--- config.mk ---
export PLATFORM = sky130hd
export DESIGN_NAME = ps2_receiver
export DESIGN_NICKNAME = d
export VERILOG_FILES = /design/src/rtl/ps2_pkg.sv /design/src/rtl/ps2_fifo.sv /design/src/rtl/ps2_receiver.sv
export SDC_FILE = /design/constraint.sdc
export NUM_CORES = 1
export LEC_CHECK = 0
export ABC_AREA = 1
export CORE_ASPECT_RATIO = 0.9
export CORE_MARGIN = 4
export CORE_UTILIZATION = 38
export DETAILED_ROUTE_END_ITERATION = 6
export GPL_ROUTABILITY_DRIVEN = 1
export GPL_TIMING_DRIVEN = 0
export PLACE_DENSITY = 0.64
export RECOVER_POWER = 100
export SYNTH_ARGS = -nofsm -noshare
export SYNTH_HDL_FRONTEND = slang
export SYNTH_SLANG_ARGS = --single-unit
--- constraint.sdc ---
create_clock -name clock -period 2.7 [get_ports clock]
set_input_delay 0.81 -clock clock [delete_from_list [all_inputs] [get_ports clock]]
set_output_delay 0.81 -clock clock [all_outputs]
set_load 0.1 [all_outputs]
--- src/rtl/ps2_pkg.sv ---
// Shared types for the PS/2 receive path.
// Frame FSM states and frame geometry.
package ps2_pkg;

  localparam int PS2_DATA_BITS = 8;

  typedef enum logic [1:0] {
    IDLE,
    DATA,
    PARITY,
    STOP
  } ps2_state_e;

endpackage

--- src/rtl/ps2_fifo.sv ---
// Small synchronous FIFO for received scancodes.
// Pointers carry a wrap bit so full and empty fall out of a compare.
module ps2_fifo #(
  parameter int W     = 8,
  parameter int DEPTH = 8,
  localparam int AW   = $clog2(DEPTH)
) (
  input  logic          clk_i,
  input  logic          rst_ni,
  input  logic          push_i,
  input  logic [W-1:0]  data_i,
  input  logic          pop_i,
  output logic [W-1:0]  data_o,
  output logic [AW:0]   count_o,
  output logic          full_o
);

  logic [W-1:0] mem_q [DEPTH];
  logic [AW:0]  wr_q, wr_d;
  logic [AW:0]  rd_q, rd_d;
  logic         empty;
  logic         push_ok;
  logic         pop_ok;

  assign empty  = (wr_q == rd_q);
  assign full_o = (wr_q[AW] != rd_q[AW]) &&
                  (wr_q[AW-1:0] == rd_q[AW-1:0]);

  // A pop in the same cycle frees the slot the push needs.
  assign pop_ok  = pop_i & ~empty;
  assign push_ok = push_i & (~full_o | pop_ok);

  assign wr_d = push_ok ? wr_q + 1'b1 : wr_q;
  assign rd_d = pop_ok  ? rd_q + 1'b1 : rd_q;

  always_ff @(posedge clk_i) begin
    if (!rst_ni) begin
      wr_q <= '0;
      rd_q <= '0;
    end else begin
      wr_q <= wr_d;
      rd_q <= rd_d;
    end
  end

  always_ff @(posedge clk_i) begin
    if (push_ok) begin
      mem_q[wr_q[AW-1:0]] <= data_i;
    end
  end

  assign data_o  = mem_q[rd_q[AW-1:0]];
  assign count_o = wr_q - rd_q;

endmodule

--- src/rtl/ps2_receiver.sv ---
// PS/2 keyboard receiver: synchronise, deframe, check, queue, deliver.
// One scancode per ps2_key_pressed pulse, gated by ps2_ready.
module ps2_receiver
  import ps2_pkg::*;
#(
  parameter int FIFO_DEPTH     = 8,
  parameter int TIMEOUT_CYCLES = 50000,
  localparam int CW = $clog2(FIFO_DEPTH) + 1
) (
  input  logic          clock,
  input  logic          reset,
  input  logic          ps2_clock,
  input  logic          ps2_data,
  input  logic          ps2_ready,
  output logic          ps2_key_pressed,
  output logic [7:0]    ps2_out,
  output logic          frame_error,
  output logic          overflow,
  output logic [CW-1:0] fifo_count
);

  localparam int TW = $clog2(TIMEOUT_CYCLES + 1);
  localparam logic [TW-1:0] TLAST = TW'(TIMEOUT_CYCLES - 1);
  localparam logic [2:0] LAST_BIT = 3'(PS2_DATA_BITS - 1);

  logic [2:0]    clk_q;
  logic [1:0]    dat_q;
  logic          fall;
  logic          bit_in;

  ps2_state_e    state_q, state_d;
  logic [2:0]    bcnt_q, bcnt_d;
  logic [7:0]    shreg_q, shreg_d;
  logic          par_q, par_d;
  logic [TW-1:0] tcnt_q, tcnt_d;
  logic          timeout;
  logic          push;
  logic          err_d, err_q;

  logic          pop;
  logic          full;
  logic [7:0]    head;
  logic          kp_q;
  logic [7:0]    out_q;
  logic          ovf_q, ovf_d;

  // clk_q: [0],[1] synchroniser, [2] delay for edge detect.
  always_ff @(posedge clock) begin
    if (!reset) begin
      clk_q <= 3'b111;
      dat_q <= 2'b11;
    end else begin
      clk_q <= {clk_q[1:0], ps2_clock};
      dat_q <= {dat_q[0], ps2_data};
    end
  end

  assign fall   = clk_q[2] & ~clk_q[1];
  assign bit_in = dat_q[1];

  assign timeout = (state_q != IDLE) && !fall &&
                   (tcnt_q == TLAST);

  always_ff @(posedge clock) begin
    if (!reset) begin
      state_q <= IDLE;
    end else begin
      state_q <= state_d;
    end
  end

  always_comb begin
    state_d = state_q;
    if (timeout) begin
      state_d = IDLE;
    end else if (fall) begin
      unique case (state_q)
        IDLE:   if (!bit_in) state_d = DATA;
        DATA:   if (bcnt_q == LAST_BIT) state_d = PARITY;
        PARITY: state_d = STOP;
        STOP:   state_d = IDLE;
      endcase
    end
  end

  always_comb begin
    bcnt_d  = bcnt_q;
    shreg_d = shreg_q;
    par_d   = par_q;
    push    = 1'b0;
    err_d   = timeout;
    tcnt_d  = (fall || state_q == IDLE) ? '0 : tcnt_q + TW'(1);
    if (fall && !timeout) begin
      unique case (state_q)
        IDLE: bcnt_d = '0;
        DATA: begin
          shreg_d = {bit_in, shreg_q[7:1]};
          bcnt_d  = bcnt_q + 3'd1;
        end
        PARITY: par_d = bit_in;
        STOP: begin
          // Odd parity over data plus parity bit, stop must be high.
          push  = bit_in & (^{shreg_q, par_q});
          err_d = ~push;
        end
      endcase
    end
  end

  always_ff @(posedge clock) begin
    if (!reset) begin
      bcnt_q  <= '0;
      shreg_q <= '0;
      par_q   <= 1'b0;
      tcnt_q  <= '0;
      err_q   <= 1'b0;
    end else begin
      bcnt_q  <= bcnt_d;
      shreg_q <= shreg_d;
      par_q   <= par_d;
      tcnt_q  <= tcnt_d;
      err_q   <= err_d;
    end
  end

  assign pop   = (fifo_count != '0) && ps2_ready;
  assign ovf_d = ovf_q | (push & full & ~pop);

  ps2_fifo #(
    .W     (PS2_DATA_BITS),
    .DEPTH (FIFO_DEPTH)
  ) u_fifo (
    .clk_i   (clock),
    .rst_ni  (reset),
    .push_i  (push),
    .data_i  (shreg_q),
    .pop_i   (pop),
    .data_o  (head),
    .count_o (fifo_count),
    .full_o  (full)
  );

  always_ff @(posedge clock) begin
    if (!reset) begin
      kp_q  <= 1'b0;
      out_q <= '0;
      ovf_q <= 1'b0;
    end else begin
      kp_q  <= pop;
      ovf_q <= ovf_d;
      if (pop) begin
        out_q <= head;
      end
    end
  end

  assign ps2_key_pressed = kp_q;
  assign ps2_out         = out_q;
  assign frame_error     = err_q;
  assign overflow        = ovf_q;

endmodule

==> results of run 1 <==
-- final timing paths --
check | startpoint | endpoint | slack, ns
worst max-delay path | ps2_key_pressed | ps2_key_pressed | 0.06
worst min-delay path | clk_q[0] | clk_q[1] | 0.41
worst max register to register | u_fifo.wr_q[0] | u_fifo.mem_q[7][7] | 0.15
worst min register to register | clk_q[0] | clk_q[1] | 0.41
-- cell usage after synthesis, drive strengths merged, types with 6 or more instances --
cell,instances
or2,6
nor3,10
clkbuf,7
buf,9
inv,63
nor2,62
ha,12
o221ai,8
edfxtp,64
o21ai,51
dfxtp,54
a21oi,45
nand4,7
nand3,34
nand2,100
-- sequential cells by signal, summed over array words and instances (netlist names), 3 cells and up --
signal and cells:
u_fifo.wr_q 4, u_fifo.rd_q 4, ps2_out 8, shreg_q 8
tcnt_q 16, clk_q 3, u_fifo.mem_q 64, bcnt_q 3
-- cells by family (layout without fill, tap and decap cells) --
family,after synthesis,count (layout),synth area share
AOI/OAI and AO/OA,107,107,0.1158
buffers and inverters,82,133,0.06347
and+or+nand+nor,223,223,0.2047
xor gates and xnor gates,1,1,0.001696
DFF,118,118,0.5814
adders and majority gates,13,13,0.03295
-- per-stage QoR --
| stage | hold slack (ns) | total power, mW | util | setup TNS [ns] | instances |
|---|---|---|---|---|---|
| after floorplan | 0.3917 | 1.940 | - | -0.001098 | 544 |
| after global placement | 0.3948 | 1.953 | 0.4232 | -1.849 | 730 |
| after detailed placement | 0.3973 | 1.955 | 0.4232 | -2.928 | 730 |
| after CTS | 0.4092 | 3.945 | 0.4657 | 0 | 762 |
| after global routing | 0.4280 | 4.032 | 0.4614 | 0 | 763 |
| final | 0.4079 | 3.917 | 0.4614 | 0 | 763 |
-- routing by layer --
layer  vias to the layer above  part of all wire  track usage
met5                         -                 0            0
met4                         0             0.014      0.04434
met3                        13             0.035      0.05151
met2                        64              0.48       0.2433
met1                      1809              0.47       0.1939
li1                       1918                 -            -
-- area by class of cell --
type / count / area share
repair buffers: 19 / 0.02404
multi-input cells: 344 / 0.3109
well taps: 168 / 0.03422
plain buffers: 16 / 0.01263
clock inverters: 11 / 0.01283
inverters: 66 / 0.04176
clock buffers: 21 / 0.07333
flip-flops and latches: 118 / 0.4903
-- worst register-to-register path, stage by stage, from the launching register on --
cell and delay, ns:
dfxtp_4 0.37, inv_2 0.06, ha_2 0.18, fa_2 0.38, xnor2_4 0.22, nor2_2 0.06
nand3_2 0.08, nand2_4 0.10, a21boi_4 0.16, inv_2 0.04, nor2_1 0.55
-- power breakdown --
part / total [mW] / internal, mW / switching, mW
Combinational: 0.0352 / 0.0122 / 0.0230
Clock: 2.00 / 1.19 / 0.809
Sequential: 1.88 / 1.88 / 0.00276
Total: 3.92 / 3.08 / 0.835
-- what timing repair did --
action	4_1_cts	5_1_grt
resized for setup	44	11
buffers inserted	0	1
setup endpoints to repair	37	12
cloned	0	0
pin swaps	0	3
==> flow_summary_export.csv, run 1 <==
group,metric,value,unit
layout,layout_common_cells,"88 x nand2_1, 64 x edfxtp_1, 54 x inv_1",
power,peakVddDrop,0.0003950,V
sta,finalHoldViolations,0,
layout,antenna_cells,0,
sta,setup_viol,0,
die,coreArea,13310,µm²
drt,drt-wirelength-per-cell,14.61,µm
sta,final.period_utilization,0.9778,
power,power_density,637.8,nW/µm²
layout,nFillCells,1238,
sta,final-max-slew-violation-count,0,
drt,drt_iter0_markers,253,
layout,final_common_cell,"nand2_1",
global_route,grt_pass1_wl,18290,µm
flow_run,cap_violations,0,
layout,drive_above_1_share,0.1697,
place,place_hpwl,7720,µm
drt,drtAntennaViolNets,0,
status,status,"completed",
die,die_y,118.6,µm
worst_setup_path,path_buf_inv,1,
clocking,cts_tree,"done",
place,gp_congestion,0.7976,
place,port_buffers,18,
sta,period_minus_slack,2.640,ns
worst_setup_path,max_stage_delay,1.12,ns
die,rows,40,
place,dp_slack,-0.7462,ns
global_route,grt_use_total,0.1518,
clocking,clkTransAtPathRegs,0.05,ns
layout,area_delta_synth_final,18.92,%
drt,vias,3804,
worst_setup_path,crit_arrival,1.83,ns
die,start_util,0.3880,
clocking,h-tree-depth,4,
logic_synthesis,synth_edf_count,64,
logic_synthesis,yosys_warnings,0,
die,pin_count,20,
logic_synthesis,syn_area,5165,µm²
logic_synthesis,syn_inst,544,
clocking,cts_buffers,17,
worst_setup_path,crit_path_top_delay_cell,"clkdlybuf4s50_1",
sta,max_freq,378.8,MHz
drt,via_per_inst,4.986,
worst_setup_path,crit_cells,1,
worst_setup_path,crit_path_cell_trace,"clkdlybuf4s50_1",
worst_setup_path,crit_family,"buffers and inverters",
sta,layout_setup_ws,0.05998,ns
drt,routed_wl,11150,µm
worst_setup_path,startpoint_type,"flip-flop",
layout,seq_area,3012,µm²
logic_synthesis,avgSynthCellArea,9.494,µm²
logic_synthesis,synth.distinct_cells,40,
worst_setup_path,critPathRequiredTime,1.89,ns
logic_synthesis,ys_seq_elements,118,
global_route,antenna_found_initial,0,
worst_setup_path,worstSetupEndpointType,"output pin",
logic_synthesis,synth_top_cell_area_share,0.3721,
sta,fin_skew,0.009036,ns
global_route,grt_start_max_net_pins,17,
worst_setup_path,worst-r2r-cell-count,10,
power,p_leak,2.286,nW
clocking,clockBufferDepth,2,
clocking,clock-sinks,118,
logic_synthesis,synth_area_leaders,"edfxtp_1 37%, dfxtp_1 21%, nand2_1 6.5%",
sta,rsz0062_at_grt,"no",
logic_synthesis,async_reset_ff_frac,0,
die,die_area,15520,µm²
layout,nets,600,
layout,final_area,6142,µm²
worst_hold_path,min_delay_path_depth,1,
logic_synthesis,synth-seq-area-share,0.5814,
clocking,clk_latency,0.42,ns
place,placed_area,5634,µm²
logic_synthesis,synth_top_area_cell,"edfxtp_1",
logic_synthesis,synth_nets,562,
clocking,holdBufCountCts,0,
worst_setup_path,critPathKind,"flip-flop to output pin",
global_route,grt_pass1_vias,3689,
die,fp.dieW,130.9,µm
drt,drc,0,
layout,multi_input_area,1909,µm²
sta,slew_headroom,0.2134,
logic_synthesis,synthFlopType,"edfxtp_1",
sta,tightest_slew,1.185,ns
worst_hold_path,min_path_type,"flip-flop to flip-flop",
global_route,grt_overflow_total,0,
clocking,clock-root-buffer,"clkbuf_16",
drt,drtPass1Iterations,5,
worst_setup_path,cp_max_fo,1,
(Power assumes the default switching activity.)
==> inputs of run 2 (changes only) <==
--- a/config.mk
+++ b/config.mk
@@ -8,12 +8,12 @@
 export ABC_AREA = 1
 export CORE_ASPECT_RATIO = 0.9
 export CORE_MARGIN = 4
-export CORE_UTILIZATION = 38
+export CORE_UTILIZATION = 54
 export DETAILED_ROUTE_END_ITERATION = 6
 export GPL_ROUTABILITY_DRIVEN = 1
-export GPL_TIMING_DRIVEN = 0
-export PLACE_DENSITY = 0.64
+export PLACE_DENSITY = 0.83
 export RECOVER_POWER = 100
+export REMOVE_ABC_BUFFERS = 1
 export SYNTH_ARGS = -nofsm -noshare
 export SYNTH_HDL_FRONTEND = slang
 export SYNTH_SLANG_ARGS = --single-unit
==> run 2 against run 1 <==
Worst hold slack better by 0.0029 ns. Routed wire length up 10%. Utilization up 21 points. Design area about the same. First-iteration DRC count up 32%. Global-route usage up 7.4 points. Maximum frequency down 3.7%. Sequential share of layout area about the same. The flow now finishes with violations (design-rule violations, negative setup slack). Critical path depth up 5. Highest routed layer unchanged. Clock skew up 0.0012 ns. Non-clock buffer count up 12.
==> flow_summary_export.csv, run 2 (synthesis gave the netlist of run 1 again) <==
group,metric,value,unit
die,die_area,11200,µm²
worst_hold_path,min_path_type,"flip-flop to flip-flop",
sta,fin_skew,0.01027,ns
worst_setup_path,worst-r2r-setup-slack,0.03,ns
sta,setup_viol,2,
drt,drt_iter0_markers,333,
power,power_density,630.8,nW/µm²
drt,routed_wl,12270,µm
worst_setup_path,critPathKind,"flip-flop to output pin",
clocking,clk_latency,0.52,ns
layout,multi_input_area,1856,µm²
layout,area_delta_synth_final,18.82,%
place,gp_congestion,0.8312,
sta,layout_setup_ws,-0.04025,ns
die,coreArea,9208,µm²
worst_hold_path,min_delay_path_depth,1,
sta,final-max-slew-violation-count,0,
clocking,clockBufferDepth,2,
worst_setup_path,worstSetupEndpointType,"output pin",
global_route,grt_pass1_wl,19430,µm
global_route,grt_use_total,0.2260,
layout,final_common_cell,"nand2_1",
layout,nets,612,
power,p_leak,2.376,nW
worst_setup_path,crit_path_cell_trace,"inv_2 -> ha_4 -> fa_2 -> xnor2_2 -> buf_4 -> buf_12",
worst_setup_path,r2r_end,"u_fifo.mem_q[0][6]",
sta,timing.hold.ws,0.4108,ns
worst_setup_path,timing.rr.start,"u_fifo.wr_q[0]",
layout,antenna_cells,0,
clocking,clock-sinks,118,
worst_setup_path,critPathRequiredTime,1.89,ns
die,rows,33,
worst_setup_path,crit_family,"adder cells",
drt,drc,2,
clocking,clkTransAtPathRegs,0.06,ns
layout,drive_above_1_share,0.1993,
power,peakVddDrop,0.0003552,V
sta,period_minus_slack,2.740,ns
status,violations,"design-rule violations, negative setup slack",
layout,largest_reg_flops,64,
drt,drtAntennaViolNets,0,
worst_setup_path,cp_max_fo,2,
status,status,"complete, but fails checks",
global_route,grt_pass1_vias,4079,
clocking,clock-root-buffer,"clkbuf_8",
layout,nFillCells,696,
global_route,grt_overflow_total,0,
worst_hold_path,hp-start,"clk_q[0]",
sta,max_freq,364.9,MHz
place,place_hpwl,8115,µm
clocking,cts_tree,"done",
worst_setup_path,worst-r2r-cell-count,15,
worst_setup_path,path_buf_inv,3,
drt,drtPass1Iterations,7,
worst_setup_path,startpoint_type,"flip-flop",
die,die_y,100.8,µm
global_route,antenna_found_initial,0,
worst_hold_path,min_to,"clk_q[1]",
power,finalPower,3.871,mW
drt,via_per_inst,5.663,
layout,postLayoutCoreUtil,0.6665,
clocking,cts_buffers,17,
sta,tightest_slew,0.8436,ns
die,fp.dieW,111.1,µm
die,pin_count,20,
sta,finalHoldViolations,0,
clocking,holdBufCountCts,0,
layout,seq_area,3012,µm²
global_route,grt_start_max_net_pins,42,
place,port_buffers,19,
worst_setup_path,crit_arrival,1.93,ns
sta,finalSetupTns,-0.05714,ns
sta,slew_headroom,0.4376,
drt,vias,4128,
sta,rsz0062_at_grt,"yes",
die,start_util,0.5609,
flow_run,cap_violations,0,
worst_setup_path,max_stage_delay,0.37,ns
drt,drt-wirelength-per-cell,16.82,µm
worst_setup_path,crit_path_top_delay_cell,"fa_2",
layout,layout_common_cells,"88 x nand2_1, 64 x edfxtp_1, 56 x nor2_1",
clocking,h-tree-depth,4,
sta,final.period_utilization,1.015,
==> run 2: final cells by class <==
cell class	count	share of cell area
Clock buffer	17	0.06748
Clock inverter	15	0.01794
Timing Repair Buffer	47	0.05505
Tap cell	122	0.02487
Inverter	66	0.04159
Multi-Input combinational cell	344	0.3023
Sequential cell	118	0.4907
==> run 2: routing by layer <==
metal / vias up / share of wire / global-route usage
met3: 52 / 0.065 / 0.06303
li1: 1949 / - / -
met5: - / 0 / 0
met4: 0 / 0.042 / 0.1244
met2: 171 / 0.49 / 0.3853
met1: 1956 / 0.40 / 0.2612
==> run 2: power breakdown <==
group	total (mW)	leakage (nW)	switching [mW]	internal, mW
Clock	1.96	0.246	0.833	1.12
Sequential	1.88	1.10	0.00229	1.88
Combinational	0.0361	1.03	0.0234	0.0128
==> run 2: stage by stage <==
step,setup slack [ns],cells,instance area (µm²)
after CTS,-0.01617,728,6208
after global placement,0.2486,693,5624
final,-0.04025,729,6137
after global routing,-0.09946,729,6137
after floorplan,-1.638,528,5089
after detailed placement,0.08420,693,5624
==> run 2: worst max path at each step <==
stage               depth (start not counted)            endpoint  slack [ns]      startpoint
CTS                                         6       fifo_count[2]       -0.02  u_fifo.wr_q[0]
global placement                           13  u_fifo.mem_q[2][0]        0.25  u_fifo.wr_q[0]
finish                                      6       fifo_count[2]       -0.04  u_fifo.wr_q[0]
detailed placement                         13  u_fifo.mem_q[0][2]        0.08  u_fifo.wr_q[0]
global route                                6       fifo_count[2]        -0.1  u_fifo.wr_q[0]
floorplan                                  11  u_fifo.mem_q[0][0]       -1.64  u_fifo.rd_q[0]
==> run 2: what timing repair did <==
action / CTS / global route
gates resized for setup: 12 / 7
hold endpoints to repair: 0 / 0
gates cloned: 0 / 0
setup endpoints to repair: 11 / 3
pin swaps: 2 / 5
buffers inserted: 3 / 1
==> run 2: worst reg2reg max path, cell delays in order (launching register included) <==
cell and delay (ns):
dfxtp_2 0.33, inv_2 0.05, ha_4 0.16, fa_2 0.37
xnor2_2 0.19, buf_4 0.13, buf_4 0.09, nor2_2 0.03
nand3_1 0.12, nand2_4 0.11, nand2_2 0.12, inv_2 0.05
nor2_2 0.16, nand2_2 0.12, nor2_2 0.15, buf_4 0.20
